File: config.mk
export PLATFORM = sky130hd
export DESIGN_NAME = theta_apply_controller
export DESIGN_NICKNAME = d
export VERILOG_FILES = /design/src/rtl/theta_apply_controller.sv
export SDC_FILE = /design/constraint.sdc
export NUM_CORES = 1
export LEC_CHECK = 0
export CAP_MARGIN = 20
export CORE_MARGIN = 5
export CORE_UTILIZATION = 47
export DETAILED_ROUTE_END_ITERATION = 12
export DONT_BUFFER_PORTS = 1
export PLACE_DENSITY_LB_ADDON = 0.12
export SLEW_MARGIN = 20
export SYNTH_ARGS = -nofsm -noshare
export SYNTH_HDL_FRONTEND = slang
export SYNTH_SLANG_ARGS = --single-unit
File: constraint.sdc
create_clock -name clk -period 2.3 [get_ports clk]
set_input_delay 0 -clock clk [delete_from_list [all_inputs] [get_ports clk]]
set_output_delay 0 -clock clk [all_outputs]
set_load 0.02 [all_outputs]
File: src/rtl/theta_apply_controller.sv
// theta_apply_controller
//   Walks the 25 lanes of a Keccak-style state memory and applies the theta
//   column correction.
//
//   The per-column terms D[x] = C[x-1] ^ rotl1(C[x+1]) are captured once from
//   par_in at the start of a pass. Each lane is then read, XORed with D[x] and
//   written back in place.
//
//   Lane order is x-major: (0,0),(0,1)..(0,4),(1,0)..(4,4).
//
//   Ports
//     clk        rising-edge clock
//     rst        asynchronous active-low reset
//     start      begin a pass (sampled in IDLE only)
//     par_in     column parities, C[x] = par_in[x*LANE_W +: LANE_W]
//     mem_x/y    lane index for the current access
//     mem_rd     read strobe; mem_rdata is valid the following cycle
//     mem_rdata  lane read data
//     mem_wr     write strobe at (mem_x, mem_y)
//     mem_wdata  lane write data
//     busy       high outside IDLE (only when THETA_BUSY_EN is defined)
//     finish     one-cycle completion pulse
//
//   Optional feature macro: THETA_BUSY_EN adds the busy output.
module theta_apply_controller #(
   parameter int unsigned LANE_W = 64
) (
   input  logic                clk,
   input  logic                rst,
   input  logic                start,
   input  logic [5*LANE_W-1:0] par_in,
   output logic [2:0]          mem_x,
   output logic [2:0]          mem_y,
   output logic                mem_rd,
   input  logic [LANE_W-1:0]   mem_rdata,
   output logic                mem_wr,
   output logic [LANE_W-1:0]   mem_wdata,
`ifdef THETA_BUSY_EN
   output logic                busy,
`endif
   output logic                finish
);

   typedef enum logic [2:0] {
      StIdle, StInit, StRead, StWrite, StCheckY, StIncX, StCheckX, StDone
   } state_e;

   state_e            state_q, state_d;
   logic [2:0]        x_q, x_d;
   logic [2:0]        y_q, y_d;
   logic [LANE_W-1:0] d_q    [5];
   logic [LANE_W-1:0] d_calc [5];
   logic [LANE_W-1:0] d_sel;

   function automatic logic [LANE_W-1:0] rotl1(input logic [LANE_W-1:0] v);
      return {v[LANE_W-2:0], v[LANE_W-1]};
   endfunction

   always_comb begin
      for (int i = 0; i < 5; i++) begin
         d_calc[i] = par_in[((i + 4) % 5) * LANE_W +: LANE_W]
                   ^ rotl1(par_in[((i + 1) % 5) * LANE_W +: LANE_W]);
      end
   end

   always_ff @(posedge clk or negedge rst) begin
      if (!rst) begin
         state_q <= StIdle;
         x_q     <= '0;
         y_q     <= '0;
         for (int i = 0; i < 5; i++) d_q[i] <= '0;
      end else begin
         state_q <= state_d;
         x_q     <= x_d;
         y_q     <= y_d;
         // D is frozen for the rest of the pass once captured.
         if (state_q == StInit) begin
            for (int i = 0; i < 5; i++) d_q[i] <= d_calc[i];
         end
      end
   end

   always_comb begin
      state_d = state_q;
      x_d     = x_q;
      y_d     = y_q;
      unique case (state_q)
         StIdle:   if (start) state_d = StInit;
         StInit: begin
            x_d     = '0;
            y_d     = '0;
            state_d = StRead;
         end
         StRead:   state_d = StWrite;
         StWrite: begin
            y_d     = (y_q == 3'd4) ? 3'd0 : y_q + 3'd1;
            state_d = StCheckY;
         end
         StCheckY: state_d = (y_q == 3'd0) ? StIncX : StRead;
         StIncX: begin
            x_d     = (x_q == 3'd4) ? 3'd0 : x_q + 3'd1;
            state_d = StCheckX;
         end
         StCheckX: state_d = (x_q == 3'd0) ? StDone : StRead;
         StDone:   state_d = StIdle;
         default:  state_d = StIdle;
      endcase
   end

   always_comb begin
      d_sel = d_q[0];
      case (x_q)
         3'd1:    d_sel = d_q[1];
         3'd2:    d_sel = d_q[2];
         3'd3:    d_sel = d_q[3];
         3'd4:    d_sel = d_q[4];
         default: d_sel = d_q[0];
      endcase
   end

   // Outputs decode from state only, so reset drops them without a clock edge.
   assign mem_x     = x_q;
   assign mem_y     = y_q;
   assign mem_rd    = (state_q == StRead);
   assign mem_wr    = (state_q == StWrite);
   assign mem_wdata = (state_q == StWrite) ? (mem_rdata ^ d_sel) : '0;
   assign finish    = (state_q == StDone);
`ifdef THETA_BUSY_EN
   assign busy      = (state_q != StIdle);
`endif

endmodule

==> results.md, run 1 <==
- Reg2reg start: state_q[1]
- Detailed-route DRC error count: 0
- Row count: 73
- Clk sink count: around 330
- CP most frequent cell: nor3_2
- Mapped Nets: around 2400
- Port Buffers: 0
- Slew headroom: approximately 4%
- Worst path max stage delay: between 0.4 and 0.5 ns
- Starting Density: between 40% and 50%
- CP Capture Type: output port
- Top-count cell post-synth: dfrtp_1
- Reg2reg path depth: 6
- Largest net degree at the start of global routing: between 300 and 400
- Worst-margin pin slew: about 1.4 ns
- Root buffer cell: clkbuf_16
- P_leak: just under 0.01 uW
- Delay-heaviest family, CP: simple AND/OR/NAND/NOR gates
- ANT nets after route: 0
- Filler Cells Inserted: between 2000 and 3000
- H-Tree Depth: 2
- CP Cell Sequence: buf_6, ha_4, or3_4, buf_12, a21oi_2, nor3_2, nor3_2, buf_4
- Initial antenna violation count: 6
- Max Fanout on Critical Path: 36
- FF+latch area: ~8200 um^2
- Die Y: approximately 210 um
- Detailed-route wire length per cell: between 20 and 25 um
- Max Buffers Root-to-Sink: 3
- Crit path arrival time: 2.65 ns
- Pre-Repair DR Iteration Count: 6
- Final Slew Violations: 0
- Period minus WS final: between 2 and 3 ns
- Die Wd: between 200 and 250 um
- Ys flop type: dfrtp_1
- Num CTS Buffers: 38
- Layout cells sized above 1: 16.52%
- Sequential area share after synthesis: between 40% and 50%
- Fin area: approximately 27000 um^2
- Yosys cell types: 33
- Yosys warning count: 0
- I/O pins: 460
- HPWL Detailed: 40620 um
- Non-filler cells, final: 3000
- Die ar.: roughly 44000 um^2
- Most frequent cells after synthesis: dfrtp_1, a21oi_1, nor2_1
- Failing checks: negative hold slack, negative setup slack
- Clk_lat worst skew: 0.53 ns
- CTS clk-pin slew, worst paths: ~0.050 ns
- Global route overflow: 0
- First-pass GRT wire length: 100600 um
- Final GP Congestion: 0.8295
- FF-to-FF End: d_q[301]
- CTS tree: built
- Multi-input logic area: roughly 11000 um^2
- Hold_buf cts: around 430
- Share of the synthesized area in the top cell type: between 40% and 50%
- Routed WL: 66390 um
- EDFF count, synth: 0
- RSZ-0062 raised after global routing: true
- Synth Register Bits: around 330
- Syn Inst Count: 2001
- Setup ws final: -0.3531 ns
- Worst Hold Class: in2async
- Max Cap Viol: 0
- Ys async rst share: 100.0%
- Mean post-synth cell area: a little over 9 um^2
- Status: finished with violations
- Via Count: 17190
- Area Overhead vs Synth: 42.28%
- Vias per std cell: 5.730
- Placed cell area: slightly below 20000 um^2
- Tcrit/Tclk final: 115.4%
- Crit Path Class: reg2out
- Fin Hold WS: -0.8213 ns
- Placed cells: between 2000 and 2500
- GRT Total Usage: between 20 and 30%
- PwrDens: 1257 nW/um^2
- Fin nets: roughly 2800
- Top cells by area, synth: dfrtp_1, xnor2_1, a21oi_1, nor2_1, nor3_2
- Total power: ~33000 uW
- Req. time, crit path: ~2.3 ns
- CP bufs+invs: 3
- Crit start category: flop
- Setup Skew: between 0.009 and 0.01 ns
- Largest area contributor in the netlist: dfrtp_1
- Synth Cell Area: 18670 um^2
- Vias in the first global route: between 15000 and 20000
- Max Clock Freq: 376.9 MHz
- Core area: around 40000 um^2
- Worst IR Drop VDD: a little over 0.8 mV
- CP max stage cell: dfrtp_2
- Reg2reg setup slack: 0.20 ns
- Fin. Hold Viols: roughly 330
- Final setup viols: 64
- Starting DRT DRC Count: approximately 1400
==> cell families (layout without fill, tap and decap cells) <==
kind of cell | count (synthesis) | count (layout) | share of synthesized area [%]
AO/OA/AOI/OAI | 651 | 651 | 21.75
AND/OR/NAND/NOR | 543 | 543 | 14.44
flip-flops | 329 | 329 | 44.10
XOR/XNOR | 321 | 321 | 15.06
buffers and inverters | 150 | 618 | 4.169
adder cells (fa/ha/maj) | 7 | 7 | 0.4692
other | 0 | 6 | 0
==> final cells by class <==
class,count,area share [%]
sequential,329,31.02
timing repair buffer,543,21.49
clock buffer,54,4.462
antenna,6,0.05653
tap,525,2.473
clock inverter,15,0.6690
inverter,6,0.08480
multi-input combinational,1522,39.74
==> worst max-delay path by stage <==
stage	from	end	slack (ns)	depth (start not counted)
after floorplan	mem_x[2]	mem_wdata[55]	0.01	11
after global placement	mem_x[0]	mem_wdata[0]	0.14	8
after detailed placement	mem_x[0]	mem_wdata[0]	0.06	8
after CTS	mem_x[0]	mem_wdata[26]	-0.29	8
after global routing	mem_x[1]	mem_wdata[32]	-0.38	9
final	mem_x[0]	mem_wdata[32]	-0.35	8
==> power breakdown <==
group	internal, uW	switching [uW]
clock	4030	2480
combinational	7020	9640
sequential	8510	1700
total	19600	13800
==> what timing repair did <==
| action | CTS | global route |
|---|---|---|
| pin swaps | 22 | 32 |
| endpoints found under the hold margin | 650 | 329 |
| gates resized for setup | 84 | 122 |
| buffers inserted | 15 | 6 |
| gates cloned | 4 | 2 |
| endpoints found under the setup margin | 64 | 64 |
==> routing by layer <==
metal / track usage (%) / share of wire (%) / vias up
met4: 10.01 / 3.1 / 0
met5: 0 / 0 / -
met2: 46.35 / 49 / 723
met3: 6.188 / 7.4 / 145
li1: - / - / 7856
met1: 37.70 / 41 / 8466
==> placed cells by master, fill, tap and decap left out, types with 10 or more instances in the layout <==
cell type / n
a21oi_4: 25
nand2b_1: 59
clkbuf_16: 43
a32oi_1: 42
a21oi_1: 324
nor2_1: 324
nand2_1: 14
dfrtp_1: 326
clkinv_2: 10
xnor2_1: 320
dlygate4sd3_1: 428
a32oi_2: 22
o21ai_0: 11
nand2b_4: 10
nor3_4: 21
o21ai_1: 30
o21a_1: 64
o21ai_2: 26
nor3_1: 37
a21oi_2: 37
a22oi_1: 63
buf_12: 29
nor3_2: 71
clkbuf_8: 11
buf_4: 68
==> metrics by stage <==
step | utilization (%) | setup TNS, ns | setup slack (ns)
floorplan | - | 0 | 0.009543
global placement | 49.94 | 0 | 0.1359
detailed placement | 49.94 | 0 | 0.05575
CTS | 65.53 | -14.79 | -0.2870
global route | 67.15 | -18.71 | -0.3829
finish | 67.15 | -13.66 | -0.3531
==> registers in the layout, summed over array words and instances (netlist names) <==
signal   flops
d_q        320
mem_x        3
mem_y        3
state_q      3
Note: power is estimated with default switching activity, not from simulation.
==> run 2: changes to the inputs <==
--- a/config.mk
+++ b/config.mk
@@ -11,6 +11,7 @@
 export DETAILED_ROUTE_END_ITERATION = 12
 export DONT_BUFFER_PORTS = 1
 export PLACE_DENSITY_LB_ADDON = 0.12
+export SKIP_CTS_REPAIR_TIMING = 1
 export SLEW_MARGIN = 20
 export SYNTH_ARGS = -nofsm -noshare
 export SYNTH_HDL_FRONTEND = slang
==> results.md, run 2 (synthesis results as in run 1) <==
- Status: finished with violations (unchanged)
- Failing checks: negative hold slack, negative setup slack (unchanged)
- I/O pins: 460 (unchanged)
- PwrDens: 1278 nW/um^2 (was 1257 nW/um^2)
- First-pass GRT wire length: 87490 um (was 100600 um)
- Row count: 73 (unchanged)
- Max Clock Freq: 379.7 MHz (was 376.9 MHz)
- Die Wd: 209.3 um (unchanged)
- ANT nets after route: 0 (unchanged)
- Crit start category: flop (unchanged)
- Port Buffers: 0 (unchanged)
- Period minus WS final: 2.634 ns (was 2.653 ns)
- Worst path max stage delay: 0.51 ns (was 0.45 ns)
- Max reg flops: 320 (unchanged)
- CP max stage cell: or3_4 (was dfrtp_2)
- Via Count: 17300 (was 17190)
- Detailed-route DRC error count: 0 (unchanged)
- Worst IR Drop VDD: 0.7989 mV (was 0.8196 mV)
- Final setup viols: 64 (unchanged)
- CTS clk-pin slew, worst paths: 0.06 ns (was 0.05 ns)
- GRT Total Usage: 25.06% (was 28.43%)
- Req. time, crit path: 2.30 ns (about the same)
- P_leak: 0.009888 uW (was 0.009866 uW)
- WP depth: 8 (unchanged)
- Starting DRT DRC Count: 1398 (was 1419)
- Delay-heaviest family, CP: simple AND/OR/NAND/NOR gates (unchanged)
- Fin Hold WS: -0.8181 ns (was -0.8213 ns)
- Starting Density: 47.20% (unchanged)
- Fin area: 26660 um^2 (was 26560 um^2)
- Global route overflow: 0 (unchanged)
- Pre-Repair DR Iteration Count: 6 (unchanged)
- Detailed-route wire length per cell: 22.80 um (was 22.13 um)
- Crit path arrival time: 2.63 ns (was 2.65 ns)
- Routed WL: 68390 um (was 66390 um)
- Core area: 39550 um^2 (unchanged)
- Vias in the first global route: 14820 (was 17730)
- Reg2reg path depth: 6 (unchanged)
- Max Buffers Root-to-Sink: 3 (unchanged)
- Leading cell type in the layout, fill and taps excluded: dlygate4sd3_1 (unchanged)
- Final GP Congestion: 0.8295 (unchanged)
- Clk sink count: 329 (unchanged)
- Fin nets: 2836 (was 2834)
- Worst Hold Class: in2async (unchanged)
- HPWL Detailed: 40620 um (unchanged)
- Vias per std cell: 5.767 (was 5.730)
- H-Tree Depth: 2 (unchanged)
- Fin. Hold Viols: 329 (unchanged)
- Max Cap Viol: 0 (unchanged)
- RSZ-0062 raised after global routing: true (unchanged)
- CTS tree: built (unchanged)
- Commonest cells after routing, fill and taps aside: dlygate4sd3_1, dfrtp_1, nor2_1 (was dlygate4sd3_1, dfrtp_1, a21oi_1, nor2_1, xnor2_1)
- Setup ws final: -0.3337 ns (was -0.3531 ns)
- Tcrit/Tclk final: 114.5% (was 115.4%)
- Num CTS Buffers: 38 (unchanged)
- Area Overhead vs Synth: 42.81% (was 42.28%)
- CP Cell Sequence: inv_2, ha_4, or3_4, buf_6, a21oi_2, nor3_1, nor3_2, buf_4 (was buf_6, ha_4, or3_4, buf_12, a21oi_2, nor3_2, nor3_2, buf_4)
- Slew headroom: 44.23% (was 4.001%)
- Most flop-heavy register: d_q (unchanged)
- Setup Skew: 0.01025 ns (was 0.009275 ns)
- Final Slew Violations: 0 (unchanged)
- Crit Path Class: reg2out (unchanged)
- CP bufs+invs: 3 (unchanged)
- Worst-margin pin slew: 0.8365 ns (was 1.440 ns)
- Initial antenna violation count: 4 (was 6)
- Die Y: 209.3 um (unchanged)
- Die ar.: 43800 um^2 (unchanged)
- Layout cells sized above 1: 16.19% (was 16.52%)
- Clk_lat worst skew: 0.53 ns (about the same)
- Placed cell area: 19750 um^2 (unchanged)
- CP Capture Type: output port (unchanged)
- Largest net degree at the start of global routing: 330 (unchanged)
- Setup_tns: -14.32 ns (was -13.66 ns)
- Root buffer cell: clkbuf_16 (unchanged)
- Max Fanout on Critical Path: 6 (was 36)
## run 2: cell count changes in the layout (fill, tap and decap cells not counted), sizes merged
cell         delta
or3             +1
dlygate4sd3     +3
clkbuf          +5
diode           -2
buf             -7
## run 2: area by class of cell
cell class	instances	area (um^2)
clock buffers	54	1185
repair buffers	544	5720
fillers	2944	12890
clock inverters	15	177.7
diodes	4	10.01
well taps	525	656.9
multi-input cells	1523	10650
flip-flops and latches	329	8239
inverters	6	22.52
## run 2: report_power, final
group / internal (uW) / total, uW / switching (uW)
clock network: 4030 / 6510 / 2480
logic: 7270 / 17400 / 10100
registers: 8510 / 10200 / 1700
total: 19800 / 34100 / 14300
## run 2: worst register-to-register path: stages, from the launching register on
cell,delay [ns]
dfrtp_1,0.52
nand2b_1,0.36
nor2_4,0.21
buf_12,0.27
buf_12,0.33
nor2_1,0.15
a21oi_1,0.19
## run 2: final timing paths
kind / end / slack, ns / startpoint
setup / recovery: mem_wdata[25] / -0.33 / mem_x[0]
min in group clk: d_q[3] / 0.19 / par_in[2]
hold reg to reg: d_q[169] / 0.53 / d_q[169]
max in group asynchronous: d_q[284] / 2.43 / rst
hold / removal: d_q[263] / -0.82 / rst
setup reg to reg: d_q[102] / 0.18 / state_q[1]
## run 2: metal layers
| metal | track usage, % | vias up | wire (um) |
|---|---|---|---|
| met5 | 0 | - | 0 |
| met4 | 5.828 | 0 | 2497 |
| met3 | 7.698 | 189 | 5492 |
| met2 | 40.28 | 832 | 32660 |
| met1 | 33.57 | 8426 | 27740 |
| li1 | - | 7855 | - |
## run 2: metrics by stage
step | worst slack (ns) | utilization (%) | hold slack, ns | power, uW | std cells
3_5_place_dp | 0.05575 | 49.94 | -0.2832 | 23660 | 2471
5_1_grt | -0.3810 | 67.40 | -0.8476 | 36120 | 3000
3_3_place_gp | 0.1359 | 49.94 | -0.2826 | 23250 | 2471
4_1_cts | -0.5271 | 53.38 | -0.8505 | 30290 | 2540
2_1_floorplan | 0.009543 | - | -0.2956 | 20250 | 2001
6_report | -0.3337 | 67.40 | -0.8181 | 34080 | 3000
